===== src/rtl/mbist_pkg.sv =====
// Shared definitions for the March C- MBIST controller: state encoding and
// the per-element operation table.
package mbist_pkg;

    typedef logic [2:0] state_t;

    localparam state_t ST_IDLE = 3'd0;
    localparam state_t ST_M0   = 3'd1;
    localparam state_t ST_M1   = 3'd2;
    localparam state_t ST_M2   = 3'd3;
    localparam state_t ST_M3   = 3'd4;
    localparam state_t ST_M4   = 3'd5;
    localparam state_t ST_M5   = 3'd6;
    localparam state_t ST_DONE = 3'd7;

    typedef struct packed {
        logic dir_up;
        logic rd_val;
        logic wr_val;
        logic has_rd;
        logic has_wr;
    } elem_t;

    // Fields in order: dir_up, rd_val, wr_val, has_rd, has_wr.
    function automatic elem_t elem_cfg(input state_t st);
        elem_t e;
        e = '0;
        case (st)
            ST_M0:   e = '{1'b1, 1'b0, 1'b0, 1'b0, 1'b1};
            ST_M1:   e = '{1'b1, 1'b0, 1'b1, 1'b1, 1'b1};
            ST_M2:   e = '{1'b1, 1'b1, 1'b0, 1'b1, 1'b1};
            ST_M3:   e = '{1'b0, 1'b0, 1'b1, 1'b1, 1'b1};
            ST_M4:   e = '{1'b0, 1'b1, 1'b0, 1'b1, 1'b1};
            ST_M5:   e = '{1'b1, 1'b0, 1'b0, 1'b1, 1'b0};
            default: e = '0;
        endcase
        return e;
    endfunction

    function automatic logic is_march(input state_t st);
        return (st != ST_IDLE) && (st != ST_DONE);
    endfunction

endpackage


===== src/rtl/mbist_addr_gen.sv =====
// Up/down address counter for the march elements, with explicit load-0 and
// load-max so element boundaries never rely on wrap-around.
module mbist_addr_gen #(
    parameter int ADDR = 6
) (
    input  logic            clk_i,
    input  logic            rst_i,
    input  logic            load0_i,
    input  logic            loadmax_i,
    input  logic            en_i,
    input  logic            up_i,
    output logic [ADDR-1:0] addr_o,
    output logic            last_o
);

    logic [ADDR-1:0] addr_q;
    logic [ADDR-1:0] addr_d;

    always_comb begin
        addr_d = addr_q;
        if (load0_i) begin
            addr_d = '0;
        end else if (loadmax_i) begin
            addr_d = '1;
        end else if (en_i) begin
            addr_d = up_i ? (addr_q + ADDR'(1)) : (addr_q - ADDR'(1));
        end
    end

    always_ff @(posedge clk_i) begin
        if (rst_i) begin
            addr_q <= '0;
        end else begin
            addr_q <= addr_d;
        end
    end

    assign addr_o = addr_q;
    assign last_o = up_i ? (addr_q == '1) : (addr_q == '0);

endmodule


===== src/rtl/mbist_march_ctrl.sv =====
// March C- BIST controller for a 1-bit single-port RAM; one memory op per
// clock, Moore-decoded memory controls, sticky fault and done flags.
//
// state | meaning
// IDLE  | functional mode, memory controls inactive
// M0    | up   (w0)
// M1    | up   (r0, w1)
// M2    | up   (r1, w0)
// M3    | down (r0, w1)
// M4    | down (r1, w0)
// M5    | up   (r0)
// DONE  | test finished, hold until mode drops
module mbist_march_ctrl
    import mbist_pkg::*;
#(
    parameter int ADDR = 6
) (
    input  logic            clk,
    input  logic            rst,
    input  logic            mode,
    input  logic            mem_d_out,
    output logic [ADDR-1:0] mem_addr,
    output logic            mem_pattern,
    output logic            cs_bist,
    output logic            we_bist,
    output logic            oe_bist,
    output logic            fault_flag,
    output logic            bist_done
);

    state_t state_q, state_d;
    logic   phase_q, phase_d;
    logic   fault_q, fault_d;
    logic   done_q,  done_d;

    elem_t  cfg;
    elem_t  nxt_cfg;
    state_t st_next;
    logic   active;
    logic   is_rd;
    logic   is_wr;
    logic   op_last;
    logic   load0;
    logic   loadmax;
    logic   addr_en;
    logic   addr_last;
    logic [ADDR-1:0] addr;

    assign cfg     = elem_cfg(state_q);
    assign st_next = state_q + 3'd1;
    assign nxt_cfg = elem_cfg(st_next);
    assign active  = is_march(state_q);

    // phase_q=0 is the read half of a two-op element; single-op elements stay at 0.
    assign is_rd   = cfg.has_rd & ~phase_q;
    assign is_wr   = cfg.has_wr & (~cfg.has_rd | phase_q);
    assign op_last = ~(cfg.has_rd & cfg.has_wr) | phase_q;

    mbist_addr_gen #(
        .ADDR(ADDR)
    ) u_addr_gen (
        .clk_i     (clk),
        .rst_i     (rst),
        .load0_i   (load0),
        .loadmax_i (loadmax),
        .en_i      (addr_en),
        .up_i      (cfg.dir_up),
        .addr_o    (addr),
        .last_o    (addr_last)
    );

    always_comb begin
        state_d = state_q;
        phase_d = phase_q;
        fault_d = fault_q;
        done_d  = done_q;
        load0   = 1'b0;
        loadmax = 1'b0;
        addr_en = 1'b0;
        case (state_q)
            ST_IDLE: begin
                if (mode) begin
                    state_d = ST_M0;
                    phase_d = 1'b0;
                    load0   = 1'b1;
                    fault_d = 1'b0;
                    done_d  = 1'b0;
                end
            end
            ST_DONE: begin
                if (!mode) begin
                    state_d = ST_IDLE;
                end
            end
            default: begin
                if (!mode) begin
                    state_d = ST_IDLE;
                    phase_d = 1'b0;
                    done_d  = 1'b0;
                end else begin
                    if (is_rd && (mem_d_out != cfg.rd_val)) begin
                        fault_d = 1'b1;
                    end
                    if (op_last) begin
                        phase_d = 1'b0;
                        if (addr_last) begin
                            state_d = st_next;
                            if (st_next == ST_DONE) begin
                                done_d = 1'b1;
                            end else if (nxt_cfg.dir_up) begin
                                load0 = 1'b1;
                            end else begin
                                loadmax = 1'b1;
                            end
                        end else begin
                            addr_en = 1'b1;
                        end
                    end else begin
                        phase_d = 1'b1;
                    end
                end
            end
        endcase
    end

    always_ff @(posedge clk) begin
        if (rst) begin
            state_q <= ST_IDLE;
            phase_q <= 1'b0;
            fault_q <= 1'b0;
            done_q  <= 1'b0;
        end else begin
            state_q <= state_d;
            phase_q <= phase_d;
            fault_q <= fault_d;
            done_q  <= done_d;
        end
    end

    assign cs_bist     = active;
    assign oe_bist     = active & is_rd;
    assign we_bist     = active & is_wr;
    assign mem_addr    = active ? addr : '0;
    assign mem_pattern = active & is_wr & cfg.wr_val;
    assign fault_flag  = fault_q;
    assign bist_done   = done_q;

endmodule


===== config.mk =====
export PLATFORM = sky130hd
export DESIGN_NAME = mbist_march_ctrl
export DESIGN_NICKNAME = d
export VERILOG_FILES = /design/src/rtl/mbist_pkg.sv /design/src/rtl/mbist_addr_gen.sv /design/src/rtl/mbist_march_ctrl.sv
export SDC_FILE = /design/constraint.sdc
export NUM_CORES = 1
export LEC_CHECK = 0
export CORE_ASPECT_RATIO = 1.1
export CORE_MARGIN = 2
export CORE_UTILIZATION = 30
export CTS_CLUSTER_SIZE = 28
export DETAILED_ROUTE_END_ITERATION = 7
export PLACE_DENSITY = 0.5
export SKIP_LAST_GASP = 1
export SYNTH_ARGS = -nofsm -noshare
export SYNTH_HDL_FRONTEND = slang
export SYNTH_SLANG_ARGS = --single-unit

===== constraint.sdc =====
create_clock -name clk -period 2.83 [get_ports clk]
set_input_delay 0.566 -clock clk [delete_from_list [all_inputs] [get_ports clk]]
set_output_delay 0.566 -clock clk [all_outputs]
set_load 0.01 [all_outputs]

## After elaboration in Yosys (flattened, before gate mapping)

Index checks and enable logic that the tools add are counted.

- Register bits after elaboration: 12
- Bits of input ports: 4
- Output and inout port bits: 12

- $add $sub $neg: 3
- Equal/unequal tests: 22
- Muxes and demuxes: 42
- Bitwise gates (word level): 12
- Reduce and logical (&&, ||, !) cells: 13

Operators by type and width:

| operator | count |
|---|---|
| $pmux W5 S6 | 2 |
| $mux W1 | 26 |
| $eq A3 B3 Y1 const B | 8 |
| $mux W6 | 4 |
| $mux W3 | 5 |
| $eq A3 B2 Y1 const B | 4 |
| $ne A3 B1 Y1 const B | 3 |
| $pmux W1 S2 | 4 |
| $add A6 B1 Y6 const B | 1 |
| $and A1 B1 Y1 | 6 |
| $eq A3 B1 Y1 const B | 2 |
| $eq A6 B6 Y1 const B | 1 |
| $logic_not A6 Y1 | 1 |
| $pmux W3 S2 | 1 |
| $sub A6 B1 Y6 const B | 1 |
| $reduce_and A5 Y1 | 1 |
| $ne A2 B2 Y1 const B | 2 |
| $not A1 Y1 | 4 |
| $reduce_and A4 Y1 | 1 |
| $reduce_bool A2 Y1 | 2 |
| $reduce_or A2 Y1 | 2 |
| $add A3 B1 Y3 const B | 1 |
| $logic_not A3 Y1 | 1 |
| $ne A3 B3 Y1 const B | 1 |
| other kinds (6) | 8 |

## Depth between registers and ports, before layout

- Depth in word-level cells: 10
- Depth in mapped cells: 10
- Mapped depth without buffers: 9

## Cells and area by module

Synthesis repeated with hierarchy kept, for this count alone.

- Cells, all modules: 125
- Area total of the unflattened synthesis: 1099.8 um^2

By module, submodules not included:

| module | times used | cells each | area an instance (um^2) | sequential area each (um^2) |
|---|---|---|---|---|
| mbist_march_ctrl | 1 | 78 | 664.4 | 120.1 |
| mbist_addr_gen | 1 | 47 | 435.4 | 120.1 |

## Least setup slack after synthesis

Ideal clock, no wire load.

- Kind: register -> output
- Start point: register state_q[0]
- End point: output port mem_pattern
- Arrival: 1.638 ns
- Required time: 2.264 ns
- Path slack: 0.626 ns
- Stages on the path, launching flop included: 8
- Path buffers: 0
- Cells stage by stage: dfxtp_1 > inv_1 > ha_1 > nor3b_2 > nor2_1 > nor2_1 > nor2_1 > nor4_1

- Longest elaborated chain between the ends: 7

RTL lines:

| item | RTL line | source |
|---|---|---|
| start, declared | mbist_march_ctrl.sv:31 | `state_t state_q, state_d;` |
| start signal, assigned | mbist_march_ctrl.sv:133 | `state_q <= state_d;` |
| $eq A3 B3 Y1, or another cell as far along | mbist_pkg.sv:28 | `case (st)` |
| $pmux W5 S6 | mbist_pkg.sv:28 |  |
| $not A1 Y1 | mbist_march_ctrl.sv:56 | `assign is_wr = cfg.has_wr & (~cfg.has_rd \| phase_q);` |
| $or A1 B1 Y1 | mbist_march_ctrl.sv:56 |  |
| $and A1 B1 Y1 | mbist_march_ctrl.sv:56 |  |
| $and A1 B1 Y1 | mbist_march_ctrl.sv:144 | `assign mem_pattern = active & is_wr & cfg.wr_val;` |
| $and A1 B1 Y1 * | mbist_march_ctrl.sv:144 |  |
| end, declared | mbist_march_ctrl.sv:23 | `output logic mem_pattern,` |

Every way passes the cells marked *; elsewhere a longest branch is shown, timed or not.

## Worst setup path in the final report

- Start point: register state_q[0]
- End point: output port mem_addr[4]

- Longest elaborated chain between the ends: 3

RTL lines:

| item | RTL line | source |
|---|---|---|
| $ne A3 B3 Y1 / $reduce_bool A3 Y1 (equally long branches) | mbist_pkg.sv:41 | `return (st != ST_IDLE) && (st != ST_DONE);` |
| $logic_and A1 B1 Y1 * | mbist_pkg.sv:41 |  |
| $mux W6 * | mbist_march_ctrl.sv:143 | `assign mem_addr = active ? addr : '0;` |
| end, declared | mbist_march_ctrl.sv:22 | `output logic [ADDR-1:0] mem_addr,` |

Marks and branches as above.

==> results.yml <==
status:
  status: "finished, final reports clean"
power:
  power_leakage_nw: 0.5091
  p_switching_uw: 309.9
  power.density_nw_per_um2: 574.5
  pwr-share-comb: 0.533
  p_sw_frac: 0.4110
  p_total_uw: 754.1
  clock_power_share: 0.191
  p_int_uw: 444.2
  ir_worst_vdd_mv: 0.1754
  seqPwrFrac: 0.276
floorplan:
  initial_core_util: 0.3152
  die-area_um2: 4020
  die_w_um: 60.64
  num_rows: 22
  die_y_um: 66.30
  core-area_um2: 3358
  ioPinCount: 16
cts:
  clock_path_buffers: 2
  cts_buffers: 3
  holdBufCountCts: 0
  tritoncts: "done"
  clk_pin_slew_ps: 90
  cts_sinks: 12
  insertion_delay_ps: 280
  cts_max_level: 1
  root_buffer: "clkbuf_4"
critical_path:
  worst-path-buf-inv: 2
  r2r-start: "state_q[0]$_SDFFE_PP0P_"
  critical_path_class: "register to output port"
  cp_slowest_cell: "clkdlybuf4s50_1"
  crit_path_cell_trace: "inv_1, ha_2, and2b_1, nor2_2, and2_1, clkdlybuf4s50_1"
  critPathTopFamily: "buffers and inverters"
  cp.depth: 6
  required_ps: 2260
  cp_slowest_stage_delay_ps: 530
  end_kind: "output port"
  crit_start: "state_q[0]$_SDFFE_PP0P_"
  crit_fanout: 6
  cp-start-kind: "register"
  reg2reg_slack_ps: 380
  r2r_end: "u_addr_gen.addr_o[5]$_SDFFE_PP0P_"
  critPathArrivalTime_ps: 2070
  ff2ff_path_depth: 9
grt:
  antenna_found_initial: 0
  grt.overflow.total: 0
  grt_max_degree: 14
  grt_pass1_vias: 930
  track_usage: 0.1426
  grt_pass1_wl_mm: 4.340
synthesis:
  synth_seq_area_share: 0.2270
  yosysUniqueCellTypes: 46
  synthFlopType: "dfxtp_1"
  syn_inst: 127
  async_flop_share: 0
  syn_avg_cell_area_um2: 8.335
  ys_ff_latch: 12
  synth_edf_count: 0
  ys_warn_count: 0
  synth_fp_nets: 141
  syn_area_um2: 1059
route:
  vias: 990
  route.met2.wl_mm: 1.218
  drtIter0Drc: 40
  routedWlPerCell_um: 12.85
  route.detailed.drc: 0
  vias_per_cell: 5.103
  detail-route-antenna-nets: 0
  highest_layer: "met4"
  dr.pass1.iters: 4
  wl_mm: 2.493
  wl_met1_mm: 1.140
  wl_met3_um: 100
place:
  placed_area_um2: 1265
  dp.cells: 190
  io_buffer_count: 15
  dp_hpwl_mm: 1.982
  place_ws_ps: 92.38
  gp_congestion: 0.8299
hold_path:
  holdCritStartpoint: "state_q[1]$_SDFFE_PP0P_"
  whs_path_depth: 2
  hold_path.class: "register to register"
  min_to: "state_q[1]$_SDFFE_PP0P_"
timing:
  fmax_mhz: 379.9
  setup_violations: 0
  tns_ps: 0
  slew_violations: 0
  setup_slack_ps: 197.6
  finalHoldViolCount: 0
  min_period_over_period: 0.9302
  tightest_slew_ps: 506.4
  skew_ps: 1.334
  period_minus_slack_ps: 2632
  slew_headroom: 0.6593
  rsz0062_at_grt: "false"
cells_and_area:
  drive_above_1_share: 0.1575
  n_antenna_cell: 0
  layout_common_cells: "clkdlybuf4s50_1, nor2_1, a21oi_1, dfxtp_1, ha_1"
  layout.cells.non_filler: 194
  multiInputGateArea_um2: 774.5
  n_fill_cell: 369
  layout_commonest_cell: "clkdlybuf4s50_1"
  final_area_um2: 1313
  syn2layout_area_growth_pct: 24.00
  seq_area_um2: 242.7
  nets: 161
job:
  drv_cap: 0
==> worst max-delay path by stage <==
stage,end,slack (ps)
floorplan,mem_pattern,630
global placement,mem_pattern,160
detailed placement,mem_pattern,90
CTS,we_bist,20
global route,mem_pattern,50
finish,mem_addr[4],200
==> metal layers <==
| metal | global-route usage | up-vias |
|---|---|---|
| li1 | - | 506 |
| met1 | 0.1744 | 451 |
| met2 | 0.2392 | 29 |
| met3 | 0.02740 | 4 |
| met4 | 0.05707 | 0 |
| met5 | 0 | - |
==> flip-flops by register name, summed over array words and instances (netlist names) <==
name               count
u_addr_gen.addr_o      6
state_q                3
bist_done              1
fault_flag             1
phase_q                1
==> power groups by stage <==
stage	registers (mW)	clock network [mW]	logic, mW
4_1_cts	0.209	0.154	0.406
3_3_place_gp	0.211	0	0.401
6_report	0.208	0.144	0.402
2_1_floorplan	0.205	0	0.310
3_5_place_dp	0.212	0	0.402
5_1_grt	0.212	0.162	0.447
==> layout make-up <==
| cell class | count | area share |
|---|---|---|
| tap | 48 | 0.04576 |
| timing repair buffer | 19 | 0.1401 |
| clock buffer | 4 | 0.02765 |
| multi-input combinational | 107 | 0.5901 |
| inverter | 4 | 0.01144 |
| sequential | 12 | 0.1849 |
==> through the flow <==
step           hold WS [ps]  utilization
6_report              492.6       0.3908
5_1_grt               527.2       0.3908
4_1_cts               498.3       0.3886
3_5_place_dp          509.3       0.3767
3_3_place_gp          506.1       0.3767
2_1_floorplan         475.7            -
==> kinds of logic after synthesis <==
family / after synthesis / synth area share
DFF: 12 / 0.2269
AOI/OAI and AO/OA: 36 / 0.2305
adders and majority gates: 10 / 0.1253
xor gates and xnor gates: 5 / 0.04137
and+or+nand+nor: 53 / 0.3003
buffers and inverters: 8 / 0.04609
muxes: 3 / 0.02955
==> what timing repair did <==
action | in CTS | in global routing
setup endpoints to repair | 8 | 7
resized for setup | 4 | 3
pin swaps | 1 | 0
buffers inserted | 0 | 0
==> cells in the mapped netlist (2+ instances only) <==
library cell,number,area [um2]
and2_1,6,37.54
nand2_1,7,26.28
mux2i_1,2,20.02
nor2_1,11,41.29
o21ai_0,3,15.01
nand3b_1,2,15.01
o22ai_1,4,25.02
dfxtp_1,12,240.2
a21oi_1,10,50.05
nor3_1,6,30.03
xnor2_1,4,35.03
inv_1,4,15.01
nor4_1,4,25.02
a21o_1,3,22.52
buf_6,2,22.52
nand2b_1,4,25.02
o21bai_1,2,15.01
ha_1,9,112.6
a211oi_1,5,37.54
==> tightest hold or removal path, cell delays in order (launching register included) <==
cell	delay, ps
dfxtp_2	350
nand2_1	60
a21oi_1	50
(Power assumes the default switching activity.)
